===== config.mk =====
export PLATFORM = sky130hd
export DESIGN_NAME = fifo_wr_arbiter
export DESIGN_NICKNAME = d
export VERILOG_FILES = /design/src/rtl/fifo_wr_arbiter.sv
export SDC_FILE = /design/constraint.sdc
export NUM_CORES = 1
export LEC_CHECK = 0
export ABC_AREA = 1
export CORE_MARGIN = 4
export CORE_UTILIZATION = 30
export CTS_BUF_LIST = sky130_fd_sc_hd__clkbuf_8
export DETAILED_ROUTE_END_ITERATION = 8
export SYNTH_ARGS = -nofsm -noshare
export SYNTH_HDL_FRONTEND = slang
export SYNTH_SLANG_ARGS = --single-unit

===== constraint.sdc =====
create_clock -name i_clk -period 5 [get_ports i_clk]
set_clock_uncertainty 0.1 [all_clocks]
set_input_delay 1 -clock i_clk [delete_from_list [all_inputs] [get_ports i_clk]]
set_output_delay 1 -clock i_clk [all_outputs]
set_load 0.05 [all_outputs]

===== src/rtl/fifo_wr_arbiter.sv =====
// fifo_wr_arbiter: shares one synchronous FIFO write port among NUM_REQ
// valid/ready requesters. Grants one requester at a time for up to
// MAX_BURST words and stalls on fifo full.
// Optional build macro: FIFO_WR_ARB_FIXED_PRIO_EN selects fixed priority
// (lowest index wins). When it is undefined, the winner is picked
// round-robin, starting after the last granted requester.
module fifo_wr_arbiter #(
  parameter int NUM_REQ    = 4,
  parameter int DATA_WIDTH = 8,
  parameter int MAX_BURST  = 4,
  parameter int ID_W       = 2
) (
  input  logic                          i_clk,
  input  logic                          i_rst,
  input  logic [NUM_REQ-1:0]            i_req_valid,
  input  logic [NUM_REQ*DATA_WIDTH-1:0] i_req_data,
  output logic [NUM_REQ-1:0]            o_req_ready,
  output logic [DATA_WIDTH-1:0]         o_fifo_data_in,
  output logic                          o_fifo_wr_en,
  input  logic                          i_fifo_full,
  output logic [ID_W-1:0]               o_grant_id,
  output logic                          o_busy
);

  typedef enum logic [0:0] {
    IDLE  = 1'b0,
    BURST = 1'b1
  } state_t;

  // burst_cnt value seen on the final word of a grant
  localparam logic [7:0] LP_LAST_CNT = 8'(MAX_BURST - 1);

  state_t                r_state;
  state_t                w_state_nxt;
  logic [ID_W-1:0]       r_grant_id;
  logic [ID_W-1:0]       w_grant_nxt;
  logic [ID_W-1:0]       r_last_grant;
  logic [ID_W-1:0]       w_last_nxt;
  logic [7:0]            r_burst_cnt;
  logic [7:0]            w_cnt_nxt;
  logic [ID_W-1:0]       w_winner;
  logic                  w_xfer;
  logic [NUM_REQ-1:0]    w_req_ready;
  logic [DATA_WIDTH-1:0] w_words [NUM_REQ];

  // Round-robin search: first valid requester after 'last', wrapping.
  // Scanning from the farthest candidate down lets the nearest one win.
  function automatic logic [ID_W-1:0] f_rr_pick(input logic [NUM_REQ-1:0] valid,
                                                input logic [ID_W-1:0]    last);
    logic [ID_W-1:0] pick;
    int              idx;
    pick = '0;
    for (int k = NUM_REQ; k >= 1; k--) begin
      idx = (int'(last) + k) % NUM_REQ;
      if (valid[idx]) pick = ID_W'(idx);
    end
    return pick;
  endfunction

  // Fixed priority search: lowest valid index wins.
  function automatic logic [ID_W-1:0] f_fixed_pick(input logic [NUM_REQ-1:0] valid);
    logic [ID_W-1:0] pick;
    pick = '0;
    for (int k = NUM_REQ - 1; k >= 0; k--) begin
      if (valid[k]) pick = ID_W'(k);
    end
    return pick;
  endfunction

`ifdef FIFO_WR_ARB_FIXED_PRIO_EN
  assign w_winner = f_fixed_pick(i_req_valid);
`else
  assign w_winner = f_rr_pick(i_req_valid, r_last_grant);
`endif

  // Split the packed requester data bus into one word per requester.
  always_comb begin
    for (int i = 0; i < NUM_REQ; i++) begin
      w_words[i] = i_req_data[i*DATA_WIDTH +: DATA_WIDTH];
    end
  end

  // Next-state, grant bookkeeping and handshake decode.
  always_comb begin
    w_state_nxt = r_state;
    w_grant_nxt = r_grant_id;
    w_last_nxt  = r_last_grant;
    w_cnt_nxt   = r_burst_cnt;
    w_req_ready = '0;
    w_xfer      = 1'b0;
    case (r_state)
      IDLE: begin
        if (|i_req_valid) begin
          w_grant_nxt = w_winner;
          w_cnt_nxt   = 8'd0;
          w_state_nxt = BURST;
        end else begin
          w_state_nxt = IDLE;
        end
      end
      BURST: begin
        w_req_ready[r_grant_id] = ~i_fifo_full;
        w_xfer = i_req_valid[r_grant_id] & ~i_fifo_full;
        if (w_xfer) begin
          w_cnt_nxt = r_burst_cnt + 8'd1;
          if (r_burst_cnt == LP_LAST_CNT) begin
            w_last_nxt  = r_grant_id;
            w_state_nxt = IDLE;
          end else begin
            w_state_nxt = BURST;
          end
        end else if (!i_req_valid[r_grant_id]) begin
          // requester withdrew: end the grant, nothing is lost
          w_last_nxt  = r_grant_id;
          w_state_nxt = IDLE;
        end else begin
          // fifo full with data pending: hold everything
          w_state_nxt = BURST;
        end
      end
      default: begin
        w_state_nxt = IDLE;
      end
    endcase
  end

  // Write path: steer the granted word only on a real transfer, else zero.
  always_comb begin
    if (w_xfer) begin
      o_fifo_data_in = w_words[r_grant_id];
    end else begin
      o_fifo_data_in = '0;
    end
  end

  assign o_req_ready  = w_req_ready;
  assign o_fifo_wr_en = w_xfer;
  assign o_grant_id   = r_grant_id;
  assign o_busy       = (r_state == BURST);

  // State and grant registers; reset makes requester 0 the first winner.
  always_ff @(posedge i_clk or posedge i_rst) begin
    if (i_rst) begin
      r_state      <= IDLE;
      r_grant_id   <= '0;
      r_last_grant <= ID_W'(NUM_REQ - 1);
      r_burst_cnt  <= 8'd0;
    end else begin
      r_state      <= w_state_nxt;
      r_grant_id   <= w_grant_nxt;
      r_last_grant <= w_last_nxt;
      r_burst_cnt  <= w_cnt_nxt;
    end
  end

endmodule


==> impl_metrics.toml, run 1 <==
[placement]
place.gp.congestion = 0.895
placed_cells = 284
dpl.hpwl_um = 2820
placed_area_um2 = 1740
io_buffers = 54

[finish]
nets = 281
drive_gt1_frac = 0.0750
stdcell_count = 288
area_growth_pct = 53.7
final_area_um2 = 1790
antenna_cells = 0

[global_routing]
grt_max_degree = 16
grt_pass1_wl_um = 6070
antenna_found_initial = 0
grt_usage = 0.148
grt_overflow = 0
grt_pass1_vias = 1296

[route]
postRouteAntennaNets = 0
drt_wl_total_um = 3610
vias = 1364
drt_first_pass_iters = 4
viasPerCell = 4.74
drc = 0
drt-initial-drc-count = 52
wl_per_cell_um = 12.5

[floorplan]
die_y_um = 70.3
rows = 22
num_io_pins = 55
dieWidth_um = 70.3
fp.dieArea_um2 = 4940
core-area_um2 = 3720
start_util = 0.313

[timing]
period_minus_slack_ns = 4.02
worst_pin_slew_ns = 0.507
max_freq_mhz = 249
max_slew_margin = 0.661
final-setup-viol-count = 0
setup_tns_ns = 0
hold_viol = 0
finalMaxSlewViolations = 0
finalCritPeriodShare = 0.803
rsz0062_at_grt = "no"

[status]
status = "finished clean"

[clock_tree]
postCtsHoldBufs = 0
cts_setup_buffers = 0
h-tree-depth = 1
cts-root-buf = "clkbuf_8"
cts_buffers = 3
cts_tree = "built"
post_cts_resized = 0
cts_sinks = 13
clk_path_buf_depth = 2
clkLatencyLatePin_ns = 0.24
clk_pin_slew_ns = 0.06

[setup_path]
slowest_stage = "clkdlybuf4s50_1"
critPathLaunchType = "primary input"
cp_cell_sequence = "clkdlybuf4s50_1 -> nand2_1 -> nand4_2 -> nand2_4 -> a31oi_1 -> clkdlybuf4s50_1"
cp.required_ns = 3.90
crit_type = "primary input to output pin"
critPathMaxStageDelay_ns = 0.83
crit_fanout = 15
cp-end-kind = "output pin"
worst_path_most_repeated_cell = "clkdlybuf4s50_1"
worstPathArrival_ns = 2.92

[synth]
synth_warnings = 0
postSynthAreaPerCell_um2 = 6.29
ys_seq_area_frac = 0.282
ys_seq_elements = 13
syn-num-nets = 225
synth_cell_types = 30
syn_inst = 185
synth_area_um2 = 1160

[pwr]
max-vdd-ir-drop_uv = 380
leakage_nw = 0.803
power.density_nw_per_um2 = 495

[worst_hold_path]
min_path_type = "register to register"

[run]
maxCapViolCount = 0
-- per-stage QoR --
| step | utilization | hold slack (ns) | power, W | setup WS, ns |
|---|---|---|---|---|
| after floorplan | - | 0.380 | 0.000621 | 1.51 |
| after global placement | 0.469 | 0.398 | 0.000797 | 1.01 |
| after detailed placement | 0.469 | 0.409 | 0.000794 | 0.982 |
| after CTS | 0.481 | 0.414 | 0.000891 | 0.982 |
| after global routing | 0.481 | 0.428 | 0.000956 | 0.883 |
| final | 0.481 | 0.415 | 0.000885 | 0.984 |
-- final timing paths --
check,from,endpoint,slack [ns],depth (start not counted)
setup / recovery,i_req_valid[3],o_fifo_data_in[3],0.98,6
hold / removal,r_last_grant[1],r_last_grant[1],0.41,2
setup reg to reg,o_grant_id[0],r_burst_cnt[0],3.24,8
hold reg to reg,r_last_grant[1],r_last_grant[1],0.41,2
max in group asynchronous,i_rst,r_last_grant[0],3.46,2
min in group asynchronous,i_rst,r_burst_cnt[2],0.98,2
-- cell usage after synthesis --
library cell | number | share of area
xnor2_1 | 2 | 0.015
nor2_1 | 13 | 0.042
and2_1 | 1 | 0.0054
nand2_1 | 80 | 0.26
nand2_2 | 3 | 0.016
nand3_1 | 11 | 0.047
a22oi_1 | 8 | 0.052
o21ai_1 | 3 | 0.013
o21ai_0 | 1 | 0.0043
a31oi_1 | 8 | 0.043
dfstp_2 | 2 | 0.045
a21oi_1 | 2 | 0.0086
nand2_4 | 2 | 0.019
clkinv_1 | 1 | 0.0032
ha_1 | 1 | 0.011
buf_6 | 1 | 0.0097
or2_2 | 1 | 0.0054
inv_1 | 13 | 0.042
nand4_2 | 1 | 0.011
nor3_1 | 4 | 0.017
buf_4 | 1 | 0.0065
nor2_4 | 2 | 0.019
dfrtp_1 | 11 | 0.24
o31ai_1 | 1 | 0.0065
buf_2 | 2 | 0.0086
xor2_1 | 2 | 0.015
inv_2 | 3 | 0.0097
nand3b_1 | 1 | 0.0065
nand4_1 | 2 | 0.011
nor3b_1 | 2 | 0.013
-- registers in the layout (all words and copies together), names as in the netlist --
| signal | count |
|---|---|
| o_busy | 1 |
| o_grant_id | 2 |
| r_burst_cnt | 8 |
| r_last_grant | 2 |
-- where the power goes --
group          switching [W]  leakage, nW  internal, W
registers          0.0000540        0.167     0.000140
logic               0.000391        0.608     0.000205
clock network      0.0000395       0.0269    0.0000542
total               0.000485        0.803     0.000400
-- cell type report --
type	instances	area (um2)
Fill cell	397	1930
Multi-Input combinational cell	151	743
Timing Repair Buffer	55	548
Sequential cell	13	328
Inverter	17	63.8
Tap cell	48	60.1
Clock buffer	3	41.3
Clock inverter	1	3.75
-- critical path, delay by kind of cell --
kind | cells | cell delay, ns
AO/OA/AOI/OAI | 1 | 0.19
buffers and inverters | 2 | 1.36
AND/OR/NAND/NOR | 3 | 0.36
-- cells in the final DEF, fill, tap and decap left out --
master           netlist  layout
nor2_4                 2       2
dfstp_2                2       2
nand4_1                2       2
nand3_1               11      11
o21ai_0                1       1
a21oi_1                2       2
ha_1                   1       1
a31oi_1                8       8
clkbuf_8               0       3
o21ai_1                3       3
inv_1                 13      14
xnor2_1                2       2
nand2_2                3       3
dfrtp_1               11      11
inv_2                  3       3
a22oi_1                8       8
and2_1                 1       1
nand2_4                2       2
buf_4                  1       1
nand2_1               80      80
clkinv_1               1       1
nor2_1                13      13
nand3b_1               1       1
or2_2                  1       1
nand4_2                1       1
clkdlybuf4s50_1        0      54
xor2_1                 2       2
nor3_1                 4       4
o31ai_1                1       1
nor3b_1                2       2
-- kinds of logic (layout without fill, tap and decap cells) --
kind of cell               after synthesis  after routing  share of synthesized area
xor gates and xnor gates                 4              4                     0.0301
DFF                                     13             13                      0.282
and+or+nand+nor                        123            123                      0.471
buffers and inverters                   21             76                     0.0796
AOI/OAI and AO/OA                       23             23                      0.127
adders and majority gates                1              1                     0.0108
-- metal layers --
metal	vias up	GRT usage	wire [um]
li1	714	-	-
met1	614	0.193	1680
met2	32	0.252	1780
met3	4	0.0317	118
met4	0	0.0298	24
met5	-	0	0
(Power assumes the default switching activity.)
==> run 2, diff against run 1 <==
==> constraint.sdc (replaced) <==
create_clock -name i_clk -period 3.49 [get_ports i_clk]
set_clock_uncertainty 0.1 [all_clocks]
set_input_delay 0.698 -clock i_clk [delete_from_list [all_inputs] [get_ports i_clk]]
set_output_delay 0.698 -clock i_clk [all_outputs]
set_load 0.05 [all_outputs]
==> run 2 against run 1 <==
Against the previous run: hold slack lost 0.0039 ns; sequential share of layout area shrank 0.55 points; design area up 3.1%; combinational power rose by 49%; flip-flop and latch count unchanged; non-clock buffer count unchanged.
==> impl_metrics.toml, run 2 (synthesized netlist as in run 1, its figures left out) <==
[status]
status = "finished clean"

[pwr]
p_sw_frac = 0.537
seqPwrFrac = 0.212
clkPwrFrac = 0.103
leakage_nw = 0.848
power.density_nw_per_um2 = 706
p_switching_w = 0.000698
combPwrFrac = 0.685
internal_power_w = 0.000603
max-vdd-ir-drop_uv = 411

[finish]
nets = 281
fillers = 381
drive_gt1_frac = 0.129
antenna_cells = 0
final_area_um2 = 1840
area_growth_pct = 58.4
largest-register = "r_burst_cnt"
largest_reg_flops = 8
mostFrequentLayoutCells = "80 x nand2_1, 41 x clkdlybuf4s50_1, 14 x inv_1"
layout_commonest_cell = "nand2_1"

[clock_tree]
postCtsHoldBufs = 0
clkLatencyLatePin_ns = 0.25
clk_path_buf_depth = 2
cts_setup_buffers = 0
cts_sinks = 13
post_cts_resized = 0
cts_buffers = 3
clk_pin_slew_ns = 0.05
cts_tree = "built"
h-tree-depth = 1
cts-root-buf = "clkbuf_8"

[route]
drt_first_pass_iters = 4
drt-initial-drc-count = 68
postRouteAntennaNets = 0
vias = 1368
viasPerCell = 4.75
drt_wl_total_um = 3510
wl_per_cell_um = 12.2
drc = 0

[setup_path]
critPathLaunchType = "primary input"
reg2reg_from = "o_grant_id[0]"
crit_fanout = 15
cp.required_ns = 2.69
cp-end-kind = "output pin"
startpoint = "i_req_valid[3]"
worstPathArrival_ns = 2.07
crit_type = "primary input to output pin"

[global_routing]
grt_max_degree = 16
grt_overflow = 0
grt_usage = 0.142
grt_pass1_wl_um = 5780
antenna_found_initial = 0
grt_pass1_vias = 1210

[floorplan]
start_util = 0.313
fp.dieArea_um2 = 4940
rows = 22
die_y_um = 70.3
dieWidth_um = 70.3
num_io_pins = 55
core-area_um2 = 3720

[placement]
place.gp.congestion = 0.784
io_buffers = 54
placed_area_um2 = 1800
dpl.hpwl_um = 2810

[timing]
finalCritPeriodShare = 0.822
rsz0062_at_grt = "no"
final-setup-viol-count = 0
setup_tns_ns = 0
finalMaxSlewViolations = 0
period_minus_slack_ns = 2.87
max_slew_margin = 0.664
hold_viol = 0
worst_pin_slew_ns = 0.504
max_freq_mhz = 349

[run]
maxCapViolCount = 0

[worst_hold_path]
worstHoldStart = "r_last_grant[1]"
min_path_type = "register to register"
[run 2: changes by cell type in the layout (fill, tap and decap cells not counted)]
cell	delta
buf_12	+7
buf_4	+6
clkdlybuf4s50_1	-13
[run 2: power groups by stage]
stage	Combinational, W	Sequential, W	Clock, W
floorplan	0.000592	0.000298	0
detailed placement	0.000897	0.000278	0
global route	0.000976	0.000289	0.000143
CTS	0.000899	0.000277	0.000138
finish	0.000891	0.000276	0.000134
global placement	0.000898	0.000281	0
[run 2: worst max-delay path, stage by stage]
cell             delay (ns)
clkdlybuf4s50_1        0.53
nand2_1                0.08
nand4_2                0.13
nand2_4                0.14
a31oi_1                0.30
buf_12                 0.18
[run 2: area by class of cell]
cell class              instances  area (um2)  share of cell area
repair buffers                 55         603               0.327
inverters                      17        63.8              0.0346
flip-flops and latches         13         328               0.178
well taps                      48        60.1              0.0326
clock buffers                   3        41.3              0.0224
multi-input cells             151         743               0.403
clock inverters                 1        3.75             0.00204
[run 2: worst paths after layout]
| path | endpoint | slack (ns) | cells past startpoint |
|---|---|---|---|
| hold / removal | r_last_grant[1] | 0.41 | 2 |
| min in group asynchronous | o_grant_id[0] | 0.68 | 2 |
| hold reg to reg | r_last_grant[1] | 0.41 | 2 |
| max in group asynchronous | r_last_grant[1] | 2.25 | 2 |
| setup reg to reg | r_burst_cnt[0] | 1.74 | 8 |
| setup / recovery | o_fifo_data_in[3] | 0.62 | 6 |
[run 2: metrics by stage]
step / setup slack (ns) / total power, W / hold WS [ns] / std cells / util
4_1_cts: 0.635 / 0.00131 / 0.413 / 288 / 0.496
3_3_place_gp: 0.650 / 0.00118 / 0.397 / 284 / 0.484
3_5_place_dp: 0.636 / 0.00118 / 0.407 / 284 / 0.484
5_1_grt: 0.535 / 0.00141 / 0.430 / 288 / 0.496
6_report: 0.621 / 0.00130 / 0.411 / 288 / 0.496
2_1_floorplan: 0.299 / 0.000889 / 0.380 / 185 / -
[run 2: per-layer routing]
layer / share of wire / GRT usage
met1: 0.44 / 0.187
met2: 0.50 / 0.231
met3: 0.051 / 0.0288
met4: 0.014 / 0.0447
met5: 0 / 0
